### config.mk
export PLATFORM = sky130hd
export DESIGN_NAME = mux_sel_sequencer
export DESIGN_NICKNAME = d
export VERILOG_FILES = /design/src/rtl/mux_seq_pkg.sv /design/src/rtl/sel_index_counter.sv /design/src/rtl/mux_sel_sequencer.sv
export SDC_FILE = /design/constraint.sdc
export NUM_CORES = 1
export LEC_CHECK = 0
export CORE_ASPECT_RATIO = 0.9
export CORE_MARGIN = 3
export CORE_UTILIZATION = 45
export DETAILED_ROUTE_END_ITERATION = 16
export GPL_ROUTABILITY_DRIVEN = 0
export HOLD_SLACK_MARGIN = 0.15
export PLACE_DENSITY_LB_ADDON = 0.08
export SYNTH_ARGS = -nofsm -noshare
export SYNTH_HDL_FRONTEND = slang
export SYNTH_SLANG_ARGS = --single-unit
### constraint.sdc
create_clock -name clk -period 4.5 [get_ports clk]
set_input_delay 0.675 -clock clk [delete_from_list [all_inputs] [get_ports clk]]
set_output_delay 0.675 -clock clk [all_outputs]
set_load 0.1 [all_outputs]
### src/rtl/mux_seq_pkg.sv
// Shared types and constants for the 8x1 mux select sequencer.
//   NUM_IN : number of mux data inputs (frame width)
//   SEL_W  : mux select / bit index width
//   GAP_W  : inter-frame gap counter width
//   state_e: sequencer FSM states (idle, serialising, inter-frame gap)
package mux_seq_pkg;

  localparam int unsigned NUM_IN = 8;
  localparam int unsigned SEL_W  = 3;
  localparam int unsigned GAP_W  = 4;

  typedef enum logic [1:0] {
    ST_IDLE = 2'd0,
    ST_RUN  = 2'd1,
    ST_GAP  = 2'd2
  } state_e;

endpackage

### src/rtl/sel_index_counter.sv
// 3-bit loadable up/down bit-index counter with last-index flags.
//   clk, rst_n   : clock, synchronous active-low reset (index -> 0)
//   clr_i        : force index to 0 (highest priority)
//   load_i       : load first index of a frame (0, or 7 when DOWN)
//   step_i       : advance index by one (+1, or -1 when DOWN)
//   idx_o        : registered index
//   last_o       : registered index is the last of a frame
//   last_next_o  : next-cycle index will be the last of a frame
module sel_index_counter
  import mux_seq_pkg::*;
#(
  parameter bit DOWN = 1'b0
) (
  input  logic             clk,
  input  logic             rst_n,
  input  logic             clr_i,
  input  logic             load_i,
  input  logic             step_i,
  output logic [SEL_W-1:0] idx_o,
  output logic             last_o,
  output logic             last_next_o
);

  localparam logic [SEL_W-1:0] START = DOWN ? '1 : '0;
  localparam logic [SEL_W-1:0] LAST  = DOWN ? '0 : '1;

  logic [SEL_W-1:0] idx_q;
  logic [SEL_W-1:0] idx_d;

  always_comb begin
    idx_d = idx_q;
    if (clr_i) begin
      idx_d = '0;
    end else if (load_i) begin
      idx_d = START;
    end else if (step_i) begin
      idx_d = DOWN ? (idx_q - 1'b1) : (idx_q + 1'b1);
    end
  end

  always_ff @(posedge clk) begin
    if (!rst_n) begin
      idx_q <= '0;
    end else begin
      idx_q <= idx_d;
    end
  end

  assign idx_o       = idx_q;
  assign last_o      = (idx_q == LAST);
  assign last_next_o = (idx_d == LAST);

endmodule

### src/rtl/mux_sel_sequencer.sv
// Upstream control for an 8x1 single-bit mux: accepts an 8-bit frame over
// valid/ready, holds it on the mux inputs a..h and steps sel2..sel0 with the
// active-low enable so the mux serialises one bit per clock.
//   clk, rst_n        : clock, synchronous active-low reset
//   data_in[7:0]      : frame (bit0 -> a ... bit7 -> h)
//   data_valid        : data_in valid
//   data_ready        : frame can be accepted this cycle (combinational)
//   abort             : synchronous abort of the frame in RUN/GAP
//   a..h              : registered frame bits to the mux
//   sel0..sel2        : mux select, sel0 = LSB
//   enable            : mux enable, active-low
//   busy              : high in RUN or GAP
//   frame_done        : pulse during the last bit of a frame
// Parameters: MSB_FIRST (0: a first, 1: h first), GAP (idle cycles, 0..15).
module mux_sel_sequencer
  import mux_seq_pkg::*;
#(
  parameter bit          MSB_FIRST = 1'b0,
  parameter int unsigned GAP       = 0
) (
  input  logic       clk,
  input  logic       rst_n,
  input  logic [7:0] data_in,
  input  logic       data_valid,
  output logic       data_ready,
  input  logic       abort,
  output logic       a,
  output logic       b,
  output logic       c,
  output logic       d,
  output logic       e,
  output logic       f,
  output logic       g,
  output logic       h,
  output logic       sel0,
  output logic       sel1,
  output logic       sel2,
  output logic       enable,
  output logic       busy,
  output logic       frame_done
);

  localparam bit               GAP_EN   = (GAP != 0);
  localparam logic [GAP_W-1:0] GAP_LOAD = GAP_EN ? GAP_W'(GAP - 1) : '0;

  state_e              state_q, state_d;
  logic [GAP_W-1:0]    gap_q, gap_d;
  logic [NUM_IN-1:0]   data_q;
  logic                enable_q, enable_d;
  logic                busy_q, busy_d;
  logic                done_q, done_d;

  logic [SEL_W-1:0]    idx;
  logic                idx_last;
  logic                idx_last_next;
  logic                accept;
  logic                last_run;
  logic                idx_clr;
  logic                idx_step;

  assign last_run = (state_q == ST_RUN) && idx_last;
  assign accept   = data_valid && data_ready;

  // Index returns to 0 on abort and whenever a frame ends without a reload.
  assign idx_clr  = ((state_q != ST_IDLE) && abort) || (last_run && !accept);
  assign idx_step = (state_q == ST_RUN);

  sel_index_counter #(
    .DOWN (MSB_FIRST)
  ) u_idx (
    .clk         (clk),
    .rst_n       (rst_n),
    .clr_i       (idx_clr),
    .load_i      (accept),
    .step_i      (idx_step),
    .idx_o       (idx),
    .last_o      (idx_last),
    .last_next_o (idx_last_next)
  );

  always_comb begin
    data_ready = 1'b0;
    case (state_q)
      ST_IDLE: data_ready = 1'b1;
      ST_RUN:  data_ready = !GAP_EN && idx_last && !abort;
      default: data_ready = 1'b0;
    endcase
  end

  always_comb begin
    state_d = state_q;
    gap_d   = gap_q;
    case (state_q)
      ST_IDLE: begin
        if (accept) state_d = ST_RUN;
      end
      ST_RUN: begin
        if (abort) begin
          state_d = ST_IDLE;
        end else if (idx_last) begin
          if (GAP_EN) begin
            state_d = ST_GAP;
            gap_d   = GAP_LOAD;
          end else if (accept) begin
            state_d = ST_RUN;
          end else begin
            state_d = ST_IDLE;
          end
        end
      end
      ST_GAP: begin
        if (abort || (gap_q == '0)) begin
          state_d = ST_IDLE;
        end else begin
          gap_d = gap_q - 1'b1;
        end
      end
      default: state_d = ST_IDLE;
    endcase
  end

  // Registered outputs are decoded from the next state so they line up with
  // the index register in the same cycle.
  always_comb begin
    enable_d = (state_d != ST_RUN);
    busy_d   = (state_d != ST_IDLE);
    done_d   = (state_d == ST_RUN) && idx_last_next;
  end

  always_ff @(posedge clk) begin
    if (!rst_n) begin
      state_q  <= ST_IDLE;
      gap_q    <= '0;
      data_q   <= '0;
      enable_q <= 1'b1;
      busy_q   <= 1'b0;
      done_q   <= 1'b0;
    end else begin
      state_q  <= state_d;
      gap_q    <= gap_d;
      enable_q <= enable_d;
      busy_q   <= busy_d;
      done_q   <= done_d;
      if (accept) data_q <= data_in;
    end
  end

  assign {h, g, f, e, d, c, b, a} = data_q;
  assign {sel2, sel1, sel0}       = idx;
  assign enable                   = enable_q;
  assign busy                     = busy_q;
  // An abort arriving on the last bit cancels that frame's completion pulse.
  assign frame_done               = done_q && !abort;

endmodule

==> impl_metrics.toml <==
[synthesis]
synth_top_cell_area_share = 0.4598
yosys_warnings = 0
syn_avg_cell_area_um2 = 9.364
ys_async_sr_fraction = 0
syn_nets = 108
syn-cell-area_um2 = 870.8
synth.distinct_cells = 34
synth-seq-cells = 20
synth_top_cell_by_area = "dfxtp_1"
synth_area_leaders = "dfxtp_1 (46%), nand2_1 (4.7%), nand3_1 (4.6%), o21ai_0 (4.6%), ha_1 (4.3%)"
synth_ff_type = "dfxtp_1"
netlist_instances = 93
ys_seq_area_frac = 0.4598
synth_edf_count = 0

[place]
placed_cell_area_um2 = 1139
port_buffers = 26
post-dp-hpwl_um = 1263
place_ws_ns = 1.395

[drt]
drtAntennaViolNets = 0
drt_iter0_drc = 10
drc = 0
wirelength_um = 1696
routed_via_density = 5.021
drt-pass1-iter-count = 4
num_vias = 718
drt-wirelength-per-cell_um = 11.86

[floorplanning]
die_w_um = 52.37
pin_count = 27
rows = 14
die_area_um2 = 2500
start_util = 0.4971
core-area_um2 = 1752
die_h_um = 47.74

[cells_and_area]
area_growth_pct = 36.78
design_area_um2 = 1191
layout_common_cells = "clkdlybuf4s50_1 (25), dfxtp_1 (20), nand2_1 (11)"
fin_nets = 135
diodes = 0
final_common_cell = "clkdlybuf4s50_1"
drive_gt1_frac = 0.09244

[clocking]
cts_buffer_depth = 2
post_cts_buffers = 0
cts.repair.resized = 0
numClockSinks = 20
path_clk_slew_ns = 0.11
ctsRootBufferMaster = "clkbuf_4"
cts_htree_levels = 1
cts_tree = "built"
clk_latency_ns = 0.31
cts_buffers = 3
hold_buffers = 0

[critical_path]
crit_chain = "clkdlybuf4s50_1 -> nor2b_1 -> clkdlybuf4s50_1"
cp.arrival_ns = 2.44
r2r_start = "u_idx.idx_o[0]"
worst_r2r_path_depth = 5
ff2ff_setup_slack_ns = 2.73
cpPeakStageDelay_ns = 1.13
cp_max_fo = 5
cp-end-kind = "output pin"
cp.required_ns = 3.83
crit_type = "primary input to output pin"
reg2reg_to = "done_q"
slowest_stage = "clkdlybuf4s50_1"
startpoint_type = "primary input"
crit_top_cell = "clkdlybuf4s50_1"

[timing]
worst_slack_ns = 1.385
period_share = 0.6923
rsz0062_at_grt = "false"
hold_viol_final = 0
maxSlewHeadroom = 0.3430
tightestPinTransition_ns = 0.9824
timing.fmax_ghz = 0.3210
period_needed_ns = 3.115
fin_tns_setup_ns = 0
fin_skew_ns = 0.002169
setup_viol = 0
report.final.slew_viol_count = 0

[power_and_ir_drop]
internal-power_mw = 0.3023
netSwitchingPower_mw = 0.1337
switching_share = 0.3066
leakagePower_nw = 0.4506
p_seq_frac = 0.434
power_frac_clock = 0.339
vdd_drop_max_mv = 0.2879
p_per_area_nw_per_um2 = 366.0
power.share.combinational = 0.227

[global_route]
antenna_found_initial = 0
grt_max_degree = 22
grt_pass1_vias = 653
grtUsageTotal = 0.1549
grt_first_pass_wirelength_um = 2787
grt.overflow.total = 0

[hold_path]
hold_path_class = "flop to flop"
hold_depth = 2
holdCritStartpoint = "data_q[6]"
worstHoldEndpoint = "data_q[6]"

[run_status]
status = "complete, no violations"

[run]
drv_cap = 0
==> per-stage QoR <==
stage | hold slack (ns) | power (mW) | util | std cells
finish | 0.4655 | 0.4360 | 0.6800 | 143
floorplan | 0.4571 | 0.2660 | - | 93
global placement | 0.4425 | 0.2918 | 0.6500 | 139
CTS | 0.4701 | 0.4412 | 0.6800 | 143
global route | 0.4909 | 0.4550 | 0.6800 | 143
detailed placement | 0.4529 | 0.2928 | 0.6500 | 139
==> power by group through the flow <==
stage	registers, mW	clock network, mW	logic [mW]
after floorplan	0.240	0	0.0256
after global placement	0.193	0	0.0989
after detailed placement	0.193	0	0.0994
after CTS	0.189	0.152	0.0999
after global routing	0.190	0.161	0.104
final	0.189	0.148	0.0992
==> critical path: cells and delay by family <==
kind / cells / cell delay (ns)
buf+inv: 2 / 1.62
simple gates: 1 / 0.14
==> sequential cells by signal, indices dropped and copies added (netlist names) <==
signal and flops:
busy 1, data_q 8, done_q 1, enable 1, gap_q 4, state_q 2, u_idx.idx_o 3
==> metal layers <==
metal,global-route usage,share of wire,wire length (µm)
met5,0,0,0
met1,0.1815,0.44,747
met4,0.04592,0.011,18
met2,0.2500,0.46,776
met3,0.08100,0.091,154
==> logic make-up after synthesis <==
kind of cell	count (synthesis)	share of synthesized area
adder cells (fa/ha/maj)	3	0.04311
AO/OA/AOI/OAI	22	0.1782
multiplexers	2	0.02299
buffers and inverters	8	0.04023
flip-flops	20	0.4598
AND/OR/NAND/NOR	36	0.2356
XOR/XNOR	2	0.02012
==> synthesized netlist by cell type, drive strengths merged (2+ instances only) <==
| cell type | count |
|---|---|
| and2 | 2 |
| nand3 | 8 |
| or2b | 2 |
| a21oi | 4 |
| nor3b | 2 |
| nand2 | 11 |
| inv | 4 |
| a211oi | 5 |
| buf | 2 |
| mux2i | 2 |
| dfxtp | 20 |
| nor2 | 3 |
| o21ai | 8 |
| clkbuf | 2 |
| ha | 3 |
==> worst max-delay path by stage <==
stage / end / startpoint
after floorplan: data_ready / u_idx.idx_o[0]
after global placement: frame_done / abort
after detailed placement: frame_done / abort
after CTS: frame_done / abort
after global routing: frame_done / abort
final: frame_done / abort
==> layout make-up <==
cell class                 count  area (µm²)
clock buffer                   3       22.52
tap                           24       30.03
inverter                       4       15.01
clock inverter                 1       30.03
sequential                    20       400.4
fill                         157       560.5
timing repair buffer          26       257.7
multi-input combinational     65       435.4
Note: power is estimated with default switching activity, not from simulation.
